File: src/rtl/delta_accumulator_pkg.sv
// delta_accumulator_pkg: shared state enum plus saturating fixed-point helpers
package delta_accumulator_pkg;
  typedef enum logic [1:0] {IDLE, ACCUM, DRAIN, OUTPUT} state_t;
  function automatic logic signed [63:0] sat(input logic signed [63:0] v, input int w);
    logic signed [63:0] hi;
    hi = (64'sd1 <<< (w - 1)) - 64'sd1;
    return v > hi ? hi : v < -hi - 64'sd1 ? -hi - 64'sd1 : v;
  endfunction
  function automatic logic signed [63:0] mult(input logic signed [63:0] a, input logic signed [63:0] b,
                                               input int w, input int f);
    return sat((a * b) >>> f, w);
  endfunction
endpackage

File: src/rtl/delta_lane.sv
// delta_lane: one lane; clear/accumulate/finish strobes drive term reg, saturating acc and act multiply
module delta_lane import delta_accumulator_pkg::*; #(
  parameter int data_size = 16,
  parameter int frac_bits = 8,
  parameter int acc_size  = data_size + 8
) (
  input  logic                        clk,
  input  logic                        reset,
  input  logic                        clear,
  input  logic                        accumulate,
  input  logic                        finish,
  input  logic signed [data_size-1:0] dense,
  input  logic signed [data_size-1:0] cost,
  input  logic signed [data_size-1:0] act,
  output logic signed [data_size-1:0] result
);
  logic signed [data_size-1:0] term;
  logic signed [acc_size-1:0]  acc;
  logic                        term_valid;
  always_ff @(posedge clk) begin
    if (reset || clear) begin
      term       <= '0;
      term_valid <= 1'b0;
      acc        <= '0;
      result     <= '0;
    end else begin
      term_valid <= accumulate;
      if (accumulate) term <= data_size'(mult(64'(dense), 64'(cost), data_size, frac_bits));
      if (term_valid) acc <= acc_size'(sat(64'(acc) + 64'(term), acc_size));
      if (finish) result <= data_size'(mult(sat(64'(acc), data_size), 64'(act), data_size, frac_bits));
    end
  end
endmodule

File: src/rtl/delta_accumulator.sv
// delta_accumulator: backprop delta engine, delta_prev[i] = act'[i] * sum_k W[k][i]*delta_next[k], valid/ready in and out
module delta_accumulator import delta_accumulator_pkg::*; #(
  parameter int data_size = 16,
  parameter int frac_bits = 8,
  parameter int size      = 3,
  parameter int max_rows  = 16,
  parameter int acc_size  = data_size + 8,
  parameter int rw        = $clog2(max_rows + 1)
) (
  input  logic                      clk,
  input  logic                      reset,
  input  logic                      start_new_layer,
  input  logic [data_size*size-1:0] diff_act,
  input  logic [rw-1:0]             row_count,
  input  logic                      in_valid,
  output logic                      in_ready,
  input  logic [data_size*size-1:0] diff_dense,
  input  logic [data_size-1:0]      diff_cost,
  output logic                      out_valid,
  input  logic                      out_ready,
  output logic [data_size*size-1:0] diff_z_to_z
);
  state_t                    state;
  logic                      rdy_q;
  logic [rw-1:0]             rows_seen;
  logic [rw-1:0]             row_cnt;
  logic [1:0]                dcnt;
  logic [data_size*size-1:0] act_reg;
  logic [data_size*size-1:0] fin;
  logic [rw-1:0]             clamped;
  logic                      accept;
  logic                      last;
  logic                      finish;
  // the start cycle masks the registered ready so a beat there is never taken
  assign in_ready = rdy_q & ~start_new_layer;
  assign accept   = in_valid & in_ready;
  assign last     = accept && (rows_seen + rw'(1) == row_cnt);
  assign clamped  = row_count > rw'(max_rows) ? rw'(max_rows) : row_count;
  // dcnt==1 is the cycle where the final accumulator value is present
  assign finish   = state == DRAIN && dcnt == 2'd1;
  for (genvar i = 0; i < size; i++) begin : g_lane
    delta_lane #(.data_size(data_size), .frac_bits(frac_bits), .acc_size(acc_size)) u_lane (
      .clk(clk),
      .reset(reset),
      .clear(start_new_layer),
      .accumulate(accept),
      .finish(finish),
      .dense(diff_dense[data_size*(size-i)-1 -: data_size]),
      .cost(diff_cost),
      .act(act_reg[data_size*(size-i)-1 -: data_size]),
      .result(fin[data_size*(size-i)-1 -: data_size])
    );
  end
  always_ff @(posedge clk) begin
    if (reset) begin
      state       <= IDLE;
      rdy_q       <= 1'b0;
      out_valid   <= 1'b0;
      diff_z_to_z <= '0;
      act_reg     <= '0;
      rows_seen   <= '0;
      row_cnt     <= '0;
      dcnt        <= '0;
    end else if (start_new_layer) begin
      act_reg   <= diff_act;
      row_cnt   <= clamped;
      rows_seen <= '0;
      out_valid <= 1'b0;
      rdy_q     <= clamped != '0;
      state     <= clamped == '0 ? DRAIN : ACCUM;
      dcnt      <= 2'd1;
    end else begin
      unique case (state)
        ACCUM: if (accept) begin
          rows_seen <= rows_seen + rw'(1);
          if (last) begin
            state <= DRAIN;
            rdy_q <= 1'b0;
            dcnt  <= 2'd2;
          end
        end
        DRAIN: if (dcnt == 2'd0) begin
          state       <= OUTPUT;
          out_valid   <= 1'b1;
          diff_z_to_z <= fin;
        end else dcnt <= dcnt - 2'd1;
        OUTPUT: if (out_ready) begin
          state     <= IDLE;
          out_valid <= 1'b0;
        end
        default: ;
      endcase
    end
  end
endmodule

File: config.mk
export PLATFORM = sky130hd
export DESIGN_NAME = delta_accumulator
export DESIGN_NICKNAME = d
export VERILOG_FILES = /design/src/rtl/delta_accumulator_pkg.sv /design/src/rtl/delta_lane.sv /design/src/rtl/delta_accumulator.sv
export SDC_FILE = /design/constraint.sdc
export NUM_CORES = 2
export LEC_CHECK = 0
export ABC_AREA = 1
export BUFFER_PORTS_ARGS = -buffer_cell sky130_fd_sc_hd__buf_2
export CAP_MARGIN = 5
export CORE_AREA = 2 2 421 423
export CTS_BUF_LIST = sky130_fd_sc_hd__clkbuf_8 sky130_fd_sc_hd__clkbuf_16
export CTS_CLUSTER_SIZE = 24
export DETAILED_ROUTE_END_ITERATION = 8
export DIE_AREA = 0 0 423 425
export PLACE_DENSITY = 0.69
export SYNTH_ARGS = -nofsm -noshare
export SYNTH_HDL_FRONTEND = slang
export SYNTH_SLANG_ARGS = --single-unit
File: constraint.sdc
create_clock -name clk -period 21.7 [get_ports clk]
set_clock_uncertainty 0.1 [all_clocks]
set_input_delay 3.255 -clock clk [delete_from_list [all_inputs] [get_ports clk]]
set_output_delay 3.255 -clock clk [all_outputs]
set_load 0.02 [all_outputs]
Yosys cells after proc, flatten, opt, wreduce, memory -nomap -nowiden --
Index checks and enable logic that the tools add are counted.
Storage, ports and cells: register bits after elaboration 281, output and inout port bits 50, logic and storage cells 136, input bits 122
Cells by class: equality and inequality tests 15, bitwise gates (word level) 3, multiplexer cells 42, multiply operators 6, reductions and logical operators 21, magnitude comparators 25, $add $sub $neg 5
Operator list (number):
- two-way mux 64 bit | 6
- multiplier 64 x 16 -> 64 bit | 3
- two-way mux 16 bit | 12
- greater-than comparator 56 x 16 -> 1 bit (second input constant) | 3
- less-than comparator 56 x 16 -> 1 bit (second input constant) | 3
- greater-than comparator 24 x 16 -> 1 bit (second input constant) | 6
- less-than comparator 24 x 16 -> 1 bit (second input constant) | 6
- two-way mux 24 bit | 6
- multiplier 16 x 16 -> 32 bit | 3
- adder 24 x 16 -> 25 bit | 3
- greater-than comparator 25 x 24 -> 1 bit (second input constant) | 3
- less-than comparator 25 x 24 -> 1 bit (second input constant) | 3
- two-way mux 2 bit | 7
- != test 3 bit (second input constant) | 4
- nonzero test 2 bit | 5
- AND reduction 3 bit | 3
- != test 2 bit (second input constant) | 4
- AND reduction 4 bit | 2
- two-way mux 1 bit | 7
- one-hot mux 2 bit (3 select lines) | 1
- adder 5 x 1 -> 5 bit (second input constant) | 1
- == test 5 bit | 1
- greater-than comparator 5 bit (second input constant) | 1
- zero test 5 bit | 1
- 19 further kinds | 23

Depth between registers and ports, before layout --
depth in word-level cells 8, mapped depth 45, depth with buffers taken out 43

Hierarchy --
Synthesis repeated with hierarchy kept, for this count alone.
Second synthesis, totals: cell total of the unflattened synthesis 11710, area, all modules 90169.0 um^2
By module, submodules not included:
- delta_lane (g_lane[2].u_lane) | cells each 3762, sequential area each 1141.1 um^2, area each 28821.4 um^2, instances 1
- delta_lane (g_lane[1].u_lane) | cells each 3708, sequential area each 1141.1 um^2, area each 28581.2 um^2, instances 1
- delta_lane (g_lane[0].u_lane) | cells each 3672, sequential area each 1141.1 um^2, area each 28481.1 um^2, instances 1
- delta_accumulator | cells each 568, sequential area each 2242.2 um^2, area each 4285.4 um^2, instances 1

Worst setup path after synthesis --
OpenSTA, ideal clock, no wires.
path kind input -> register, start input diff_cost[2], end register g_lane[0].u_lane.term[10], data required time 21.481 ns, path slack 12.196 ns, path buffers 2, library setup time 0.119 ns, stages 25, data arrival time 9.285 ns, cell sequence clkbuf_1 nand2_1 inv_1 fa_1 fa_1 inv_1 fa_1 fa_1 fa_1 fa_1 inv_1 ha_1 nand2_1 nor4_1 nand3_1 nand3_1 nand3_1 nand2_1 nand2_1 nand3_1 xor2_1 nand4_1 a21oi_2 buf_2 a21oi_1
On the way: cells in the longest elaborated chain, start to end 4, elaborated cells between the ends (all ways) 5, classes of those cells 1 x mul; 2 x order compare; 2 x mux
Ends and longest elaborated chain:
- from (decl) | line delta_accumulator.sv:18 | input logic [data_size-1:0] diff_cost,
- multiplier 16 x 16 -> 32 bit * | line delta_accumulator_pkg.sv:11 | return sat((a * b) >>> f, w);
- less-than comparator 24 x 16 -> 1 bit | line delta_accumulator_pkg.sv:7 | return v > hi ? hi : v < -hi - 64'sd1 ? -hi - 64'sd1 : v;
- two-way mux 16 bit | line delta_accumulator_pkg.sv:7
- two-way mux 16 bit * | line delta_accumulator_pkg.sv:7
- to (signal assigned) | line delta_lane.sv:28 | if (accumulate) term <= data_size'(mult(64'(dense), 64'(cost), data_size, frac_bits));
- to (decl) | line delta_lane.sv:17 | logic signed [data_size-1:0] term;
Mark *: on every way between the ends. The rest lies on a longest branch, timed or not. A chain may end at the register's enable or synchronous reset.

Worst setup path in the final report --
start register g_lane[0].u_lane.acc[21], end register g_lane[0].u_lane.result[3]
On the way: cells in the longest elaborated chain, start to end 7, elaborated cells between the ends (all ways) 9, classes of those cells 1 x mul; 4 x order compare; 4 x mux
Ends and longest elaborated chain:
- from (decl) | line delta_lane.sv:18 | logic signed [acc_size-1:0] acc;
- from (signal assigned) | line delta_lane.sv:29 | if (term_valid) acc <= acc_size'(sat(64'(acc) + 64'(term), acc_size));
- less-than comparator 24 x 16 -> 1 bit | line delta_accumulator_pkg.sv:7
- two-way mux 64 bit | line delta_accumulator_pkg.sv:7
- two-way mux 64 bit * | line delta_accumulator_pkg.sv:7
- multiplier 64 x 16 -> 64 bit * | line delta_accumulator_pkg.sv:11
- less-than comparator 56 x 16 -> 1 bit | line delta_accumulator_pkg.sv:7
- two-way mux 16 bit | line delta_accumulator_pkg.sv:7
- two-way mux 16 bit * | line delta_accumulator_pkg.sv:7
- to (signal assigned) | line delta_lane.sv:30 | if (finish) result <= data_size'(mult(sat(64'(acc), data_size), 64'(act), data_size, frac_bits));
- to (decl) | line delta_lane.sv:15 | output logic signed [data_size-1:0] result
Marks and branches as above.

==> summary.md <==
| Metric | Value |
|---|---|
| Critical path class | reg -> reg |
| Peak supply drop | ~0.00026 V |
| Max Fclk | 98.80 MHz |
| # DRC | 0 |
| Most flops, register | g_lane.u_lane.acc |
| Largest net degree at the start of global routing | 98 |
| R2R Path End | g_lane[0].u_lane.result[3] |
| R2R depth | 34 |
| Avg Cell Area, Syn | between 7 and 8 µm² |
| Die W | 423 µm |
| Final critical-path share of the clock period | about 47% |
| Mapped Cells | 11420 |
| DP HPWL | 219200 µm |
| Detailed Route WL | 266000 µm |
| H-tree depth | 2 |
| Sequential share of the synthesized area | 6.329% |
| Unrepaired setup endpoints after global routing | false |
| Worst-Margin Slew | roughly 1.3 ns |
| Site row count | 154 |
| Vias in the first global route | between 70000 and 80000 |
| CP arrival | between 10 and 15 ns |
| Layout cells sized above 1 | 4.506% |
| Clock share of power | under 10% |
| Slowest-stage cell, CP | a21oi_1 |
| Total I/O pin count | roughly 170 |
| PwrDens | between 100 and 150 mW/mm² |
| CORE AREA | 0.1753 mm² |
| All-Layer GR Usage | 30.42% |
| Syn_nets | 14110 |
| CP Capture Type | register |
| Post-synth top area share | 43.92% |
| Full die area | 0.1798 mm² |
| Final setup viols | 0 |
| Postcts setup bufs | 0 |
| Sequential fraction of design power | 4.6% |
| Clk buf depth | 3 |
| Startpoint Class | register |
| Synthesized area | 0.08888 mm² |
| Final hold vios | 0 |
| Overflow after GRT | 0 |
| Max-slew violation count | 0 |
| Worst Hold End | out_valid |
| Routed Antenna Nets | 0 |
| Max-cap violations | 0 |
| Area grow syn2layout | 5.076% |
| Post_cts resized | 0 |
| CTS Buf Count | 37 |
| WP data required | 22.08 ns |
| Commonest non-fill, non-tap cell in the layout | inv_1 |
| Hold path depth | 2 |
| Distinct cells, synth | 60 |
| Fin util | between 50% and 60% |
| Wire per inst | 19.34 µm |
| Int Pwr | 4.855 mW |
| Dominant cell type by area after synthesis | fa_1 |
| #FFs+latches synth | 281 |
| Via density | 5.361 |
| Slew headroom | 11.10% |
| Drt pass-1 iters | 6 |
| Reg-to-reg startpoint | g_lane[0].u_lane.acc[21] |
| Sw frac | 60.94% |
| Clk slew on worst S/H paths | 0.06 ns |
| FF-to-FF setup slack | 11.58 ns |
| Top cells by area, synth | fa_1 44%, inv_1 12%, nand2_1 8.9%, ha_1 8.7%, dfxtp_1 6.3% |
| Final TNS setup | 0 ns |
| Max reg flops | 72 |
| Switching Power | ~7.6 mW |
| Ys flop type | dfxtp_1 |
| Slowest stage delay, CP | 0.96 ns |
| Fin crit period | 10.12 ns |
| Final #Nets | 14070 |
| Initial Utilization | around 50% |
| HP Start | out_valid |
| Leakage | 49.03 nW |
| Comb power frac | 89.9% |
| Clk_lat worst skew | about 0.65 ns |
| Warning count from the yosys run | 0 |
| Hold Crit Class | reg -> reg |
| EDFF count, synth | 0 |
| TritonCTS Sinks | 281 |
| CTS root buf | clkbuf_16 |
| First-pass GRT wire length | 432100 µm |
| CTS Hold Bufs | 0 |
| DR iter-0 viols | 5397 |
| Via count | ~74000 |
| Die Y | 425 µm |
| Status | completed |
| CTS tree | built |
| Asr flop ratio synth | 0% |
| Crit-path max FO | 21 |
| Gpl congestion | slightly below 1 |
| Commonest cells after routing, fill and taps aside | 2929 x inv_1, 2110 x nand2_1, 1950 x fa_1 |
| Buffers on Ports | between 150 and 200 |
| Antenna violations before repair | 13 |
synth_stat cells (32+ instances only):
library cell	count
inv_1	2926
nand2_1	2110
fa_1	1950
nor2_1	1189
ha_1	618
a21oi_1	603
o21ai_0	450
clkbuf_1	295
dfxtp_1	281
nand3_1	234
xor2_1	120
xnor2_1	104
nor3_1	54
or2_2	48
nand2_2	36
buf_1	32
worst max-delay path: cells and delay by family, from the launching register on:
kind	cells	cell delay, ns
flip-flops	1	0.41
AO/OA/AOI/OAI	3	1.64
AND/OR/NAND/NOR	16	2.54
adder cells (fa/ha/maj)	8	3.90
buffers and inverters	7	1.35
per-layer routing:
| layer | GRT usage (%) | part of all wire [%] | vias up | routed length, µm |
|---|---|---|---|---|
| met1 | 40.17 | 41 | 36850 | 108800 |
| met5 | 0 | 0.021 | - | 55 |
| li1 | - | - | 33450 | - |
| met3 | 4.498 | 7.7 | 576 | 20620 |
| met4 | 11.36 | 4.1 | 8 | 10860 |
| met2 | 50.82 | 47 | 2884 | 125700 |
through the flow:
| stage | cell area, µm² | total power [mW] | setup WS [ns] | hold slack [ns] | cells |
|---|---|---|---|---|---|
| floorplan | 88880 | 8.693 | 12.20 | 0.3457 | 11420 |
| global placement | 92090 | 11.54 | 11.13 | 0.3544 | 13680 |
| detailed placement | 92090 | 11.65 | 11.03 | 0.3613 | 13680 |
| CTS | 93370 | 12.39 | 11.63 | 0.3716 | 13750 |
| global route | 93390 | 13.81 | 10.86 | 0.3989 | 13760 |
| finish | 93400 | 12.43 | 11.58 | 0.3694 | 13760 |
logic make-up (layout without fill, tap and decap cells):
kind of cell | Yosys count | count (layout) | share of synthesized area (%)
AND/OR/NAND/NOR | 3777 | 3777 | 17.01
buffers and inverters | 3313 | 3306 | 14.09
adder cells (fa/ha/maj) | 2568 | 2568 | 52.62
AO/OA/AOI/OAI | 1251 | 1251 | 7.727
flip-flops | 281 | 281 | 6.329
XOR/XNOR | 225 | 225 | 2.226
other | 0 | 11 | 0
worst max-delay path by stage:
| stage | from | end | slack (ns) | cells past startpoint |
|---|---|---|---|---|
| finish | g_lane[0].u_lane.acc[21] | g_lane[0].u_lane.result[3] | 11.58 | 34 |
| floorplan | diff_cost[2] | g_lane[0].u_lane.term[10] | 12.20 | 25 |
| global route | g_lane[1].u_lane.acc[21] | g_lane[1].u_lane.result[0] | 10.86 | 34 |
| global placement | diff_cost[1] | g_lane[0].u_lane.term[3] | 11.13 | 26 |
| detailed placement | diff_cost[1] | g_lane[0].u_lane.term[9] | 11.03 | 25 |
| CTS | g_lane[0].u_lane.acc[21] | g_lane[0].u_lane.result[3] | 11.63 | 34 |
power by group through the flow:
stage | clock network (mW) | registers (mW) | logic (mW)
after floorplan | 0 | 0.569 | 8.12
after global placement | 0 | 0.582 | 11.0
after detailed placement | 0 | 0.582 | 11.1
after CTS | 0.691 | 0.571 | 11.1
after global routing | 0.706 | 0.575 | 12.5
final | 0.678 | 0.573 | 11.2
area by class of cell:
type | instances | area, µm²
well taps | 2340 | 2928
flip-flops and latches | 281 | 5627
clock inverters | 25 | 262.8
multi-input cells | 7821 | 70760
clock buffers | 43 | 1020
repair buffers | 279 | 1667
inverters | 2959 | 11110
diodes | 11 | 27.53
fillers | 16840 | 81950
(Power assumes the default switching activity.)
